===== src/rtl/sseg_pkg.sv =====
// sseg_pkg: shared definitions for the seven-segment display link.
//   - Register addresses of the MAX7219-style display driver.
//   - Controller and serializer state encodings.
//   - Helpers that assemble 16-bit command words.
package sseg_pkg;

    localparam logic [3:0] REG_DIG0      = 4'd1;
    localparam logic [3:0] REG_DECODE    = 4'd9;
    localparam logic [3:0] REG_INTENSITY = 4'd10;
    localparam logic [3:0] REG_SCANLIM   = 4'd11;
    localparam logic [3:0] REG_SHUTDOWN  = 4'd12;
    localparam logic [3:0] REG_TEST      = 4'd15;

    // Number of words in the power-up configuration sequence.
    localparam logic [2:0] INIT_LEN = 3'd5;

    typedef enum logic [1:0] {
        ST_INIT  = 2'd0,
        ST_IDLE  = 2'd1,
        ST_INT   = 2'd2,
        ST_FRAME = 2'd3
    } ctrl_state_e;

    typedef enum logic [1:0] {
        PH_IDLE = 2'd0,
        PH_LOW  = 2'd1,
        PH_HIGH = 2'd2,
        PH_GAP  = 2'd3
    } ser_phase_e;

    function automatic logic [15:0] mk_word(input logic [3:0] addr, input logic [7:0] data);
        return {4'h0, addr, data};
    endfunction

    // Configuration word idx of the power-up sequence.
    function automatic logic [15:0] init_word(input logic [2:0] idx,
                                              input logic [3:0] inten,
                                              input logic [2:0] scan);
        logic [15:0] w;
        case (idx)
            3'd0:    w = mk_word(REG_TEST,      8'h00);
            3'd1:    w = mk_word(REG_DECODE,    8'h00);
            3'd2:    w = mk_word(REG_INTENSITY, {4'h0, inten});
            3'd3:    w = mk_word(REG_SCANLIM,   {5'h00, scan});
            3'd4:    w = mk_word(REG_SHUTDOWN,  8'h01);
            default: w = 16'h0000;
        endcase
        return w;
    endfunction

endpackage


===== src/rtl/sseg_ser16.sv =====
// sseg_ser16: shifts one 16-bit command word out MSB first.
//   clk, rst           : clock, asynchronous active-high reset
//   start_i, word_i    : accepted when ready_o is high
//   ready_o            : idle, or in the last cycle of the load-high gap
//                        (allows back-to-back words with no idle cycle)
//   done_o             : one-cycle pulse in the first gap cycle (word latched)
//   sclk_o/load_o/sdo_o: registered link pins
module sseg_ser16
    import sseg_pkg::*;
#(
    parameter int unsigned CLK_DIV = 4
) (
    input  logic        clk,
    input  logic        rst,
    input  logic        start_i,
    input  logic [15:0] word_i,
    output logic        ready_o,
    output logic        done_o,
    output logic        sclk_o,
    output logic        load_o,
    output logic        sdo_o
);

    localparam int unsigned    DW       = (CLK_DIV > 2) ? $clog2(CLK_DIV) : 1;
    localparam logic [DW-1:0]  DIV_LAST = DW'(CLK_DIV - 1);
    localparam logic [DW-1:0]  DIV_ONE  = DW'(1);
    localparam logic [DW-1:0]  DIV_ZERO = DW'(0);

    ser_phase_e  phase_q, phase_d;
    logic [DW-1:0] div_q, div_d;
    logic [3:0]  bit_q, bit_d;
    logic [15:0] shreg_q, shreg_d;
    logic        sclk_q, sclk_d;
    logic        load_q, load_d;
    logic        sdo_q, sdo_d;
    logic        last_div_s;
    logic        ready_s;

    assign last_div_s = (div_q == DIV_LAST);
    assign ready_s    = (phase_q == PH_IDLE) || ((phase_q == PH_GAP) && last_div_s);
    assign ready_o    = ready_s;
    assign done_o     = (phase_q == PH_GAP) && (div_q == DIV_ZERO);
    assign sclk_o     = sclk_q;
    assign load_o     = load_q;
    assign sdo_o      = sdo_q;

    // Next-state for the bit/phase sequencer and pin values.
    always_comb begin
        phase_d = phase_q;
        div_d   = div_q;
        bit_d   = bit_q;
        shreg_d = shreg_q;
        sclk_d  = sclk_q;
        load_d  = load_q;
        sdo_d   = sdo_q;
        if (ready_s && start_i) begin
            // Bit 15 goes out immediately; the rest wait in shreg.
            phase_d = PH_LOW;
            div_d   = DIV_ZERO;
            bit_d   = 4'd15;
            shreg_d = {word_i[14:0], 1'b0};
            sdo_d   = word_i[15];
            sclk_d  = 1'b0;
            load_d  = 1'b0;
        end else begin
            case (phase_q)
                PH_IDLE: begin
                    sclk_d = 1'b0;
                    load_d = 1'b1;
                    sdo_d  = 1'b0;
                end
                PH_LOW: begin
                    if (last_div_s) begin
                        phase_d = PH_HIGH;
                        div_d   = DIV_ZERO;
                        sclk_d  = 1'b1;
                    end else begin
                        div_d = div_q + DIV_ONE;
                    end
                end
                PH_HIGH: begin
                    if (last_div_s && (bit_q == 4'd0)) begin
                        phase_d = PH_GAP;
                        div_d   = DIV_ZERO;
                        sclk_d  = 1'b0;
                        load_d  = 1'b1;
                        sdo_d   = 1'b0;
                    end else if (last_div_s) begin
                        phase_d = PH_LOW;
                        div_d   = DIV_ZERO;
                        sclk_d  = 1'b0;
                        sdo_d   = shreg_q[15];
                        shreg_d = {shreg_q[14:0], 1'b0};
                        bit_d   = bit_q - 4'd1;
                    end else begin
                        div_d = div_q + DIV_ONE;
                    end
                end
                PH_GAP: begin
                    if (last_div_s) begin
                        phase_d = PH_IDLE;
                        div_d   = DIV_ZERO;
                    end else begin
                        div_d = div_q + DIV_ONE;
                    end
                end
                default: begin
                    phase_d = PH_IDLE;
                    div_d   = DIV_ZERO;
                    sclk_d  = 1'b0;
                    load_d  = 1'b1;
                    sdo_d   = 1'b0;
                end
            endcase
        end
    end

    // Sequencer and pin registers; reset abandons any word in flight.
    always_ff @(posedge clk or posedge rst) begin
        if (rst) begin
            phase_q <= PH_IDLE;
            div_q   <= DIV_ZERO;
            bit_q   <= 4'd0;
            shreg_q <= 16'h0000;
            sclk_q  <= 1'b0;
            load_q  <= 1'b1;
            sdo_q   <= 1'b0;
        end else begin
            phase_q <= phase_d;
            div_q   <= div_d;
            bit_q   <= bit_d;
            shreg_q <= shreg_d;
            sclk_q  <= sclk_d;
            load_q  <= load_d;
            sdo_q   <= sdo_d;
        end
    end

endmodule


===== src/rtl/sseg_ctrl.sv =====
// sseg_ctrl: display-link controller for an 8-digit serial seven-segment module.
//   clk, rst        : clock, asynchronous active-high reset
//   seg[63:0]       : segment frame, digit k = seg[8k+7:8k]
//   seg_upd         : pulse, frame is new -> schedule refresh
//   int_up, int_dn  : pulses, saturating intensity +1 / -1
//   intensity[3:0]  : current intensity
//   busy            : a word is in flight or work is pending
//   sclk, load, sdo : serial link pins
// Sends the configuration sequence after reset, then serves intensity
// rewrites and eight-digit frame refreshes; a pending intensity change
// is slotted in at any word boundary of a frame.
module sseg_ctrl
    import sseg_pkg::*;
#(
    parameter int unsigned CLK_DIV        = 4,
    parameter logic [3:0]  INIT_INTENSITY = 4'h8,
    parameter logic [2:0]  SCAN_LIMIT     = 3'h7
) (
    input  logic        clk,
    input  logic        rst,
    input  logic [63:0] seg,
    input  logic        seg_upd,
    input  logic        int_up,
    input  logic        int_dn,
    output logic [3:0]  intensity,
    output logic        busy,
    output logic        sclk,
    output logic        load,
    output logic        sdo
);

    ctrl_state_e state_q, state_d;
    logic [2:0]  init_idx_q, init_idx_d;
    logic [3:0]  dig_idx_q, dig_idx_d;     // next digit to send, 8 = all sent
    logic [63:0] snap_q, snap_d;
    logic        int_pend_q, int_pend_d;
    logic        frame_pend_q, frame_pend_d;
    logic [3:0]  intensity_q, intensity_d;
    logic        busy_q, busy_d;

    logic        inc_s, dec_s;
    logic        int_clr_s, frame_clr_s;
    logic        start_s;
    logic [15:0] word_s;
    logic        ser_ready_s, ser_done_s;

    sseg_ser16 #(
        .CLK_DIV (CLK_DIV)
    ) u_ser (
        .clk     (clk),
        .rst     (rst),
        .start_i (start_s),
        .word_i  (word_s),
        .ready_o (ser_ready_s),
        .done_o  (ser_done_s),
        .sclk_o  (sclk),
        .load_o  (load),
        .sdo_o   (sdo)
    );

    // Opposing pulses in one cycle cancel; a saturated step is not a change.
    assign inc_s = int_up && !int_dn && (intensity_q != 4'hF);
    assign dec_s = int_dn && !int_up && (intensity_q != 4'h0);

    // Controller: choose the next word at each serializer boundary.
    always_comb begin
        state_d     = state_q;
        init_idx_d  = init_idx_q;
        dig_idx_d   = dig_idx_q;
        snap_d      = snap_q;
        start_s     = 1'b0;
        word_s      = 16'h0000;
        int_clr_s   = 1'b0;
        frame_clr_s = 1'b0;
        case (state_q)
            ST_INIT: begin
                if (ser_ready_s && (init_idx_q != INIT_LEN)) begin
                    start_s    = 1'b1;
                    word_s     = init_word(init_idx_q, intensity_q, SCAN_LIMIT);
                    init_idx_d = init_idx_q + 3'd1;
                end else if (ser_done_s && (init_idx_q == INIT_LEN)) begin
                    state_d = ST_IDLE;
                end else begin
                    state_d = ST_INIT;
                end
            end
            ST_IDLE: begin
                if (ser_ready_s && int_pend_q) begin
                    start_s   = 1'b1;
                    word_s    = mk_word(REG_INTENSITY, {4'h0, intensity_q});
                    int_clr_s = 1'b1;
                    state_d   = ST_INT;
                end else if (ser_ready_s && frame_pend_q) begin
                    // Digit 0 comes straight from seg, which is also the snapshot.
                    start_s     = 1'b1;
                    word_s      = mk_word(REG_DIG0, seg[7:0]);
                    snap_d      = seg;
                    frame_clr_s = 1'b1;
                    dig_idx_d   = 4'd1;
                    state_d     = ST_FRAME;
                end else begin
                    state_d = ST_IDLE;
                end
            end
            ST_INT: begin
                if (ser_done_s) begin
                    state_d = ST_IDLE;
                end else begin
                    state_d = ST_INT;
                end
            end
            ST_FRAME: begin
                if (ser_ready_s && int_pend_q) begin
                    start_s   = 1'b1;
                    word_s    = mk_word(REG_INTENSITY, {4'h0, intensity_q});
                    int_clr_s = 1'b1;
                end else if (ser_ready_s && (dig_idx_q < 4'd8)) begin
                    start_s   = 1'b1;
                    word_s    = mk_word(REG_DIG0 + {1'b0, dig_idx_q[2:0]},
                                        snap_q[{dig_idx_q[2:0], 3'b000} +: 8]);
                    dig_idx_d = dig_idx_q + 4'd1;
                end else if (ser_done_s && (dig_idx_q == 4'd8)) begin
                    state_d = ST_IDLE;
                end else begin
                    state_d = ST_FRAME;
                end
            end
            default: begin
                state_d    = ST_INIT;
                init_idx_d = 3'd0;
            end
        endcase
    end

    // Intensity counter and pending flags; a new request beats a same-cycle clear.
    always_comb begin
        if (inc_s) begin
            intensity_d = intensity_q + 4'd1;
        end else if (dec_s) begin
            intensity_d = intensity_q - 4'd1;
        end else begin
            intensity_d = intensity_q;
        end
        if (inc_s || dec_s) begin
            int_pend_d = 1'b1;
        end else if (int_clr_s) begin
            int_pend_d = 1'b0;
        end else begin
            int_pend_d = int_pend_q;
        end
        if (seg_upd) begin
            frame_pend_d = 1'b1;
        end else if (frame_clr_s) begin
            frame_pend_d = 1'b0;
        end else begin
            frame_pend_d = frame_pend_q;
        end
        busy_d = (state_d != ST_IDLE) || int_pend_d || frame_pend_d;
    end

    // Controller state registers.
    always_ff @(posedge clk or posedge rst) begin
        if (rst) begin
            state_q      <= ST_INIT;
            init_idx_q   <= 3'd0;
            dig_idx_q    <= 4'd0;
            snap_q       <= 64'h0;
            int_pend_q   <= 1'b0;
            frame_pend_q <= 1'b0;
            intensity_q  <= INIT_INTENSITY;
            busy_q       <= 1'b1;
        end else begin
            state_q      <= state_d;
            init_idx_q   <= init_idx_d;
            dig_idx_q    <= dig_idx_d;
            snap_q       <= snap_d;
            int_pend_q   <= int_pend_d;
            frame_pend_q <= frame_pend_d;
            intensity_q  <= intensity_d;
            busy_q       <= busy_d;
        end
    end

    assign intensity = intensity_q;
    assign busy      = busy_q;

endmodule


===== config.mk =====
export PLATFORM = sky130hd
export DESIGN_NAME = sseg_ctrl
export DESIGN_NICKNAME = d
export VERILOG_FILES = /design/src/rtl/sseg_pkg.sv /design/src/rtl/sseg_ser16.sv /design/src/rtl/sseg_ctrl.sv
export SDC_FILE = /design/constraint.sdc
export NUM_CORES = 1
export LEC_CHECK = 0
export BUFFER_PORTS_ARGS = -buffer_cell sky130_fd_sc_hd__buf_4
export CORE_UTILIZATION = 30
export CTS_CLUSTER_SIZE = 25
export DETAILED_ROUTE_END_ITERATION = 10
export SLEW_MARGIN = 0
export SYNTH_ARGS = -nofsm -noshare
export SYNTH_HDL_FRONTEND = slang
export SYNTH_HIERARCHICAL = 1
export SYNTH_SLANG_ARGS = --single-unit

===== constraint.sdc =====
create_clock -name clk -period 5.9 [get_ports clk]
set_input_delay 0.59 -clock clk [delete_from_list [all_inputs] [get_ports clk]]
set_output_delay 0.59 -clock clk [all_outputs]
set_load 0.005 [all_outputs]

* After elaboration in Yosys (flattened, before gate mapping) *
Index checks and enable logic that the tools add are counted.

cells by class
  $mul = 0
  mux-type cells = 67
  reduce and logical (&&, ||, !) cells = 44
  magnitude comparators = 1
  shift operators = 1
  add/subtract/negate cells = 7
  bitwise logic cells = 1
  equal/unequal tests = 25
  divide/modulo/power cells = 0

operator list
  kind                                                                 number
  16-bit 2-to-1 mux                                                    4
  64-bit by 7-bit indexed part select with 8-bit output                1
  12-bit one-hot mux with 5 select lines                               1
  12-bit 2-to-1 mux                                                    4
  4-bit 2-to-1 mux                                                     10
  12-bit one-hot mux with 3 select lines                               1
  2-bit 2-to-1 mux                                                     15
  1-bit 2-to-1 mux                                                     23
  1-bit logical AND                                                    14
  4-bit nonzero test                                                   3
  2-bit == test (second input constant)                                5
  9-bit 2-to-1 mux                                                     1
  3-bit AND reduction                                                  3
  4-bit by 1-bit adder with 4-bit output (second input constant)       2
  2-bit != test (second input constant)                                4
  2-bit one-hot mux with 4 select lines                                1
  4-bit one-hot mux with 2 select lines                                1
  2-bit nonzero test                                                   4
  4-bit by 1-bit subtractor with 4-bit output (second input constant)  2
  3-bit by 2-bit == test with 1-bit output (second input constant)     2
  3-bit == test (second input constant)                                2
  2-bit zero test                                                      3
  3-bit by 1-bit != test with 1-bit output (second input constant)     2
  1-bit one-hot mux with 3 select lines                                2
  25 further kinds                                                     36

storage, ports and cells
  register bits = 107
  latch bits = 0
  output and inout port bits = 8
  ROM bits = 0
  input port bits = 69
  memory bits (writable) = 0
  word-level logic and storage cells = 161
  memories = 0

* Logic depth before layout (Yosys ltp) *
  depth in word-level cells = 10
  gate-level depth with buffers = 12
  depth with buffers taken out = 10

* Hierarchy *
Netlist, hierarchy kept.

by module, submodules not included
  module      area an instance (um^2)  sequential area each (um^2)  instances  cells an instance
  sseg_ctrl   4043.9                   2004.4                       1          443
  sseg_ser16  1526.5                   651.9                        1          152

* Least setup slack after synthesis *
No wires, ideal clock.

  path kind = flip-flop to flip-flop
  start = register u_ser.phase_q[0]
  end = register u_ser.shreg_q[1]
  setup slack = 3.296 ns
  required time = 5.767 ns
  clock period less this slack = 2.604 ns
  path buffers = 2
  arrival = 2.471 ns
  setup time = 0.133 ns
  stages on the path, launching flop included = 12
  cell sequence = dfrtp_1 ha_1 a21oi_2 inv_2 buf_2 or3b_1 a21o_1 o21ai_0 clkbuf_1 inv_1 nor2_1 o21ai_0

between the ends
  cells in the longest elaborated chain, start to end = 10
  elaborated cells on any way between the ends = 27
  those cells by class = eq/ne (3); mux (13); reduce/logical (11)

ends and longest elaborated chain
  element                                                                                   line                               source
  start: declaration                                                                        sseg_ser16.sv:29                   ser_phase_e phase_q, phase_d;
  start signal: assignment                                                                  sseg_ser16.sv:129                  phase_q <= phase_d;
  2-bit == test                                                                             sseg_ser16.sv:40                   assign ready_s = (phase_q == PH_IDLE) || ((phase_q == PH_GAP) && last_div_s);
  1-bit logical AND                                                                         sseg_ser16.sv:40
  1-bit logical OR *                                                                        sseg_ser16.sv:40
  net ser_ready_s                                                                           sseg_ctrl.sv:45                    logic ser_ready_s, ser_done_s;
  1-bit logical AND (on tied branches)                                                      sseg_ctrl.sv:117, sseg_ctrl.sv:93
  1-bit 2-to-1 mux (on tied branches)                                                       sseg_ctrl.sv:117, sseg_ctrl.sv:93
  1-bit 2-to-1 mux (on tied branches)                                                       sseg_ctrl.sv:113, sseg_ctrl.sv:88
  1-bit one-hot mux with 3 select lines *                                                   sseg_ctrl.sv:75                    case (state_q)
  net start_s                                                                               sseg_ctrl.sv:43                    logic start_s;
  1-bit logical AND *                                                                       sseg_ser16.sv:56                   if (ready_s && start_i) begin
  2-bit by 1-bit != test with 1-bit output (no line) or 2-bit nonzero test (tied branches)  --
  3-bit AND reduction (no line)                                                             --
  end signal: assignment                                                                    sseg_ser16.sv:132                  shreg_q <= shreg_d;
  end: declaration                                                                          sseg_ser16.sv:32                   logic [15:0] shreg_q, shreg_d;

Mark *: on every way through the listed nets, which the timed path passes. The rest lies on a longest branch.
A chain may end at the register's enable or synchronous reset.

* Worst setup path in the final report *
  start = register u_ser.div_q[0]
  end = register u_ser.shreg_q[7]

between the ends
  cells in the longest elaborated chain, start to end = 10
  elaborated cells on any way between the ends = 26
  those cells by class = eq/ne (2); mux (13); reduce/logical (11)

ends and longest elaborated chain
  element                                                                                   line                               source
  start: declaration                                                                        sseg_ser16.sv:30                   logic [DW-1:0] div_q, div_d;
  start signal: assignment                                                                  sseg_ser16.sv:130                  div_q <= div_d;
  2-bit == test *                                                                           sseg_ser16.sv:39                   assign last_div_s = (div_q == DIV_LAST);
  1-bit logical AND *                                                                       sseg_ser16.sv:40
  1-bit logical OR *                                                                        sseg_ser16.sv:40
  net ser_ready_s                                                                           sseg_ctrl.sv:45
  1-bit logical AND (on tied branches)                                                      sseg_ctrl.sv:117, sseg_ctrl.sv:93
  1-bit 2-to-1 mux (on tied branches)                                                       sseg_ctrl.sv:117, sseg_ctrl.sv:93
  1-bit 2-to-1 mux (on tied branches)                                                       sseg_ctrl.sv:113, sseg_ctrl.sv:88
  1-bit one-hot mux with 3 select lines *                                                   sseg_ctrl.sv:75
  net start_s                                                                               sseg_ctrl.sv:43
  1-bit logical AND *                                                                       sseg_ser16.sv:56
  2-bit by 1-bit != test with 1-bit output (no line) or 2-bit nonzero test (tied branches)  --
  3-bit AND reduction (no line)                                                             --

Marks and branches as above.

==> key figures <==
Run status
  • Status: complete, no violations

Finish
  • Layout net count: about 740
  • ANT cells: 0
  • Most frequent cells in the layout: 203 x nand2_1, 103 x dfrtp_1, 80 x buf_4, 22 x o21ai_0, 20 x inv_1
  • Share of layout cells above drive strength 1: between 20% and 30%
  • Final Non-Filler Cells: 884
  • Fill cell count: about 1,800
  • Area growth, synth to finish: 17.79%
  • Fin area: approximately 6600 um2
  • Commonest non-fill, non-tap cell in the layout: nand2_1

Floorplan
  • Initial Util: between 30 and 40%
  • Core area: roughly 18,000 um2
  • Die X: roughly 140 um
  • Row cnt: 49
  • # IOs: 77
  • Die footprint: about 19,000 um2
  • Die Ht: approximately 140 um

Clock network
  • Root Buffer: clkbuf_16
  • Worst-path clk slew: around 0.07 ns
  • CTS tree: yes
  • Hold_buf cts: 0
  • TritonCTS buffer count: 9
  • Clock tree buffer depth: 2
  • Setup Fix Bufs, Post-CTS: 0
  • Worst skew pair latency: between 0.3 and 0.4 ns
  • CTS H-Tree Depth: 3
  • Clk sinks: 106
  • PostCTS Resize Cnt: 0

Routing
  • Post-route ant nets: 0
  • Routed len/inst: ~15 um
  • DRC: 0
  • Total routed wirelength: roughly 13 mm
  • Vias/cell: about 4.9
  • 1st-pass router iterations: 4
  • Total number of vias: roughly 4,300
  • DR iter-0 viols: between 200 and 300

Pwr
  • Static Leak: ~2.8 nW
  • Total power draw: roughly 1.5 mW
  • PD cells: around 220 nW/um2
  • Worst vdd ir: 0.0001222 V

Critical path
  • Required @ worst endpoint: ~6.1 ns
  • Critical R2R Capture: u_ser/shreg_q[7]
  • Worst r2r path cells: 9
  • Element type at the critical path start: flop
  • Crit-path max FO: 22
  • WP data arrival: 3.33 ns
  • Crit path max-delay family: simple AND/OR/NAND/NOR gates
  • Worst setup EP type: flop
  • Buffers plus inverters on the worst setup path: 2
  • Worst path cell trace: ha_1 > a21oi_2 > inv_2 > or3b_1 > a21o_1 > o21ai_1 > buf_4 > nand2_1 > a2bb2oi_1
  • Worst setup startpoint: u_ser/div_q[0]
  • Worst R2R Setup Slack: between 2 and 3 ns
  • Crit Reg-Reg Startpoint: u_ser/div_q[0]
  • Worst path max stage delay: roughly 0.45 ns
  • Critical setup path kind: reg -> reg
  • CP max-delay cell: nand2_1

Global routing
  • Total Routing Usage GR: around 15%
  • First-pass GRT wire length: between 20 and 25 mm
  • Grt ovf: 0
  • Vias in the first global route: 4,287
  • Initial antenna violation count: 0
  • Largest net degree at the start of global routing: just over 80

Timing
  • Max Clock Freq: roughly 320 MHz
  • Pins Over Slew Limit: 0
  • Final setup TNS: 0 ns
  • Final worst path period share: a little over half
  • Final min period: about 3.1 ns
  • Fin. Hold Viols: 0
  • Max_slew headroom: about 24%
  • Final Setup Violations: 0
  • Slew @ Worst Pin: ~1.1 ns
  • RSZ-0062 raised after global routing: no
  • Clock skew: ~0.0058 ns
  • Worst Hold Margin: around 0.42 ns

Logic synthesis
  • Proportion of netlist area held by the largest area contributor: between 40% and 50%
  • Synth cell types: 60
  • Top post-synthesis cells by area: dfrtp_1 46%, nand2_1 14%, mux4_2 4.9%
  • Post-synth ARST share: 100.0%
  • Number of synthesized register bits: 106
  • Ys flop type: dfrtp_1
  • Number of synthesized flops with an enable pin: 0
  • Leading area contributor after synthesis: dfrtp_1
  • Post-Syn Area per Cell: around 9.4 um2
  • Warning count from the yosys run: 6
  • Sequential area share after synthesis: between 40% and 50%
  • Post-synth design cell area: between 5000 and 6000 um2
  • Post-Syn Instances: 595

Worst hold path
  • Worst hold path type: in -> reg
  • Worst Hold Depth: 3
  • Worst Hold End: snap_q[54]
  • Hold Crit Start: seg[54]

Flow run
  • Max-cap violation count: 0

Place
  • Post-DP Area: around 6300 um2
  • HPWL Detailed: 8.896 mm
  • GPL Wtd Cong: approximately 0.82
  • IO Port Bufs: 76
  • # placed instances: 868
kinds of logic after synthesis:
logic type               synth area share, %
adder cells (fa/ha/maj)                4.178
multiplexers                           8.333
XOR/XNOR                              0.9436
flip-flops                             47.69
AND/OR/NAND/NOR                        20.01
AO/OA/AOI/OAI                          14.08
buffers and inverters                  4.694
other                                0.06732
sequential cells by signal, indices dropped and copies added, names as in the netlist:
| register | count |
|---|---|
| busy | 1 |
| dig_idx_q | 4 |
| frame_pend_q | 1 |
| init_idx_q | 3 |
| int_pend_q | 1 |
| intensity | 4 |
| snap_q | 64 |
| state_q | 2 |
| u_ser/bit_q | 4 |
| u_ser/div_q | 2 |
| u_ser/load_o | 1 |
| u_ser/phase_q | 2 |
| u_ser/sclk_o | 1 |
| u_ser/sdo_o | 1 |
| u_ser/shreg_q | 15 |
cells in the mapped netlist, types with 11 or more instances:
master	number
o21ai_0	23
mux4_2	12
dfrtp_1	103
inv_1	21
ha_1	17
a2bb2oi_1	18
nor2_1	17
clkbuf_1	25
nand3_1	12
buf_2	11
a32oi_1	16
nand2_1	203
report_power, final:
group	internal, mW	total, mW	switching [mW]
Sequential	0.744	0.775	0.0311
Clock	0.285	0.551	0.266
Combinational	0.0800	0.134	0.0541
Total	1.11	1.46	0.351
worst max path at each step:
stage                                   end  slack [ns]  cells after the start
after CTS                 u_ser/shreg_q[11]        2.81                      9
after detailed placement   u_ser/shreg_q[7]        2.84                      9
final                      u_ser/shreg_q[7]        2.80                      9
after floorplan                dig_idx_q[0]        3.26                      1
after global routing       u_ser/shreg_q[3]        2.49                      8
after global placement     u_ser/shreg_q[2]        2.86                      9
worst min-delay path, stage by stage:
cell and delay (ns):
buf_4 0.07, nand2_1 0.04, nand2_1 0.04
stage by stage:
stage | utilization [%] | worst slack [ns]
detailed placement | 34.82 | 2.837
global route | 36.28 | 2.491
finish | 36.28 | 2.804
CTS | 36.28 | 2.814
floorplan | - | 3.262
global placement | 34.82 | 2.856
final cells by class:
| class | instances | area [um2] | area share, % |
|---|---|---|---|
| multi-input combinational | 431 | 2670 | 40.69 |
| inverter | 22 | 83.83 | 1.278 |
| timing repair buffer | 80 | 600.6 | 9.153 |
| clock buffer | 11 | 232.7 | 3.547 |
| clock inverter | 5 | 31.28 | 0.4767 |
| tap | 229 | 286.5 | 4.367 |
| sequential | 106 | 2656 | 40.48 |
per-layer routing:
metal  track usage, %  share of wire [%]
met5                0                  0
met4            6.742                2.0
met3            2.182                3.5
met2            21.67                 45
met1            20.75                 49
(Power assumes the default switching activity.)
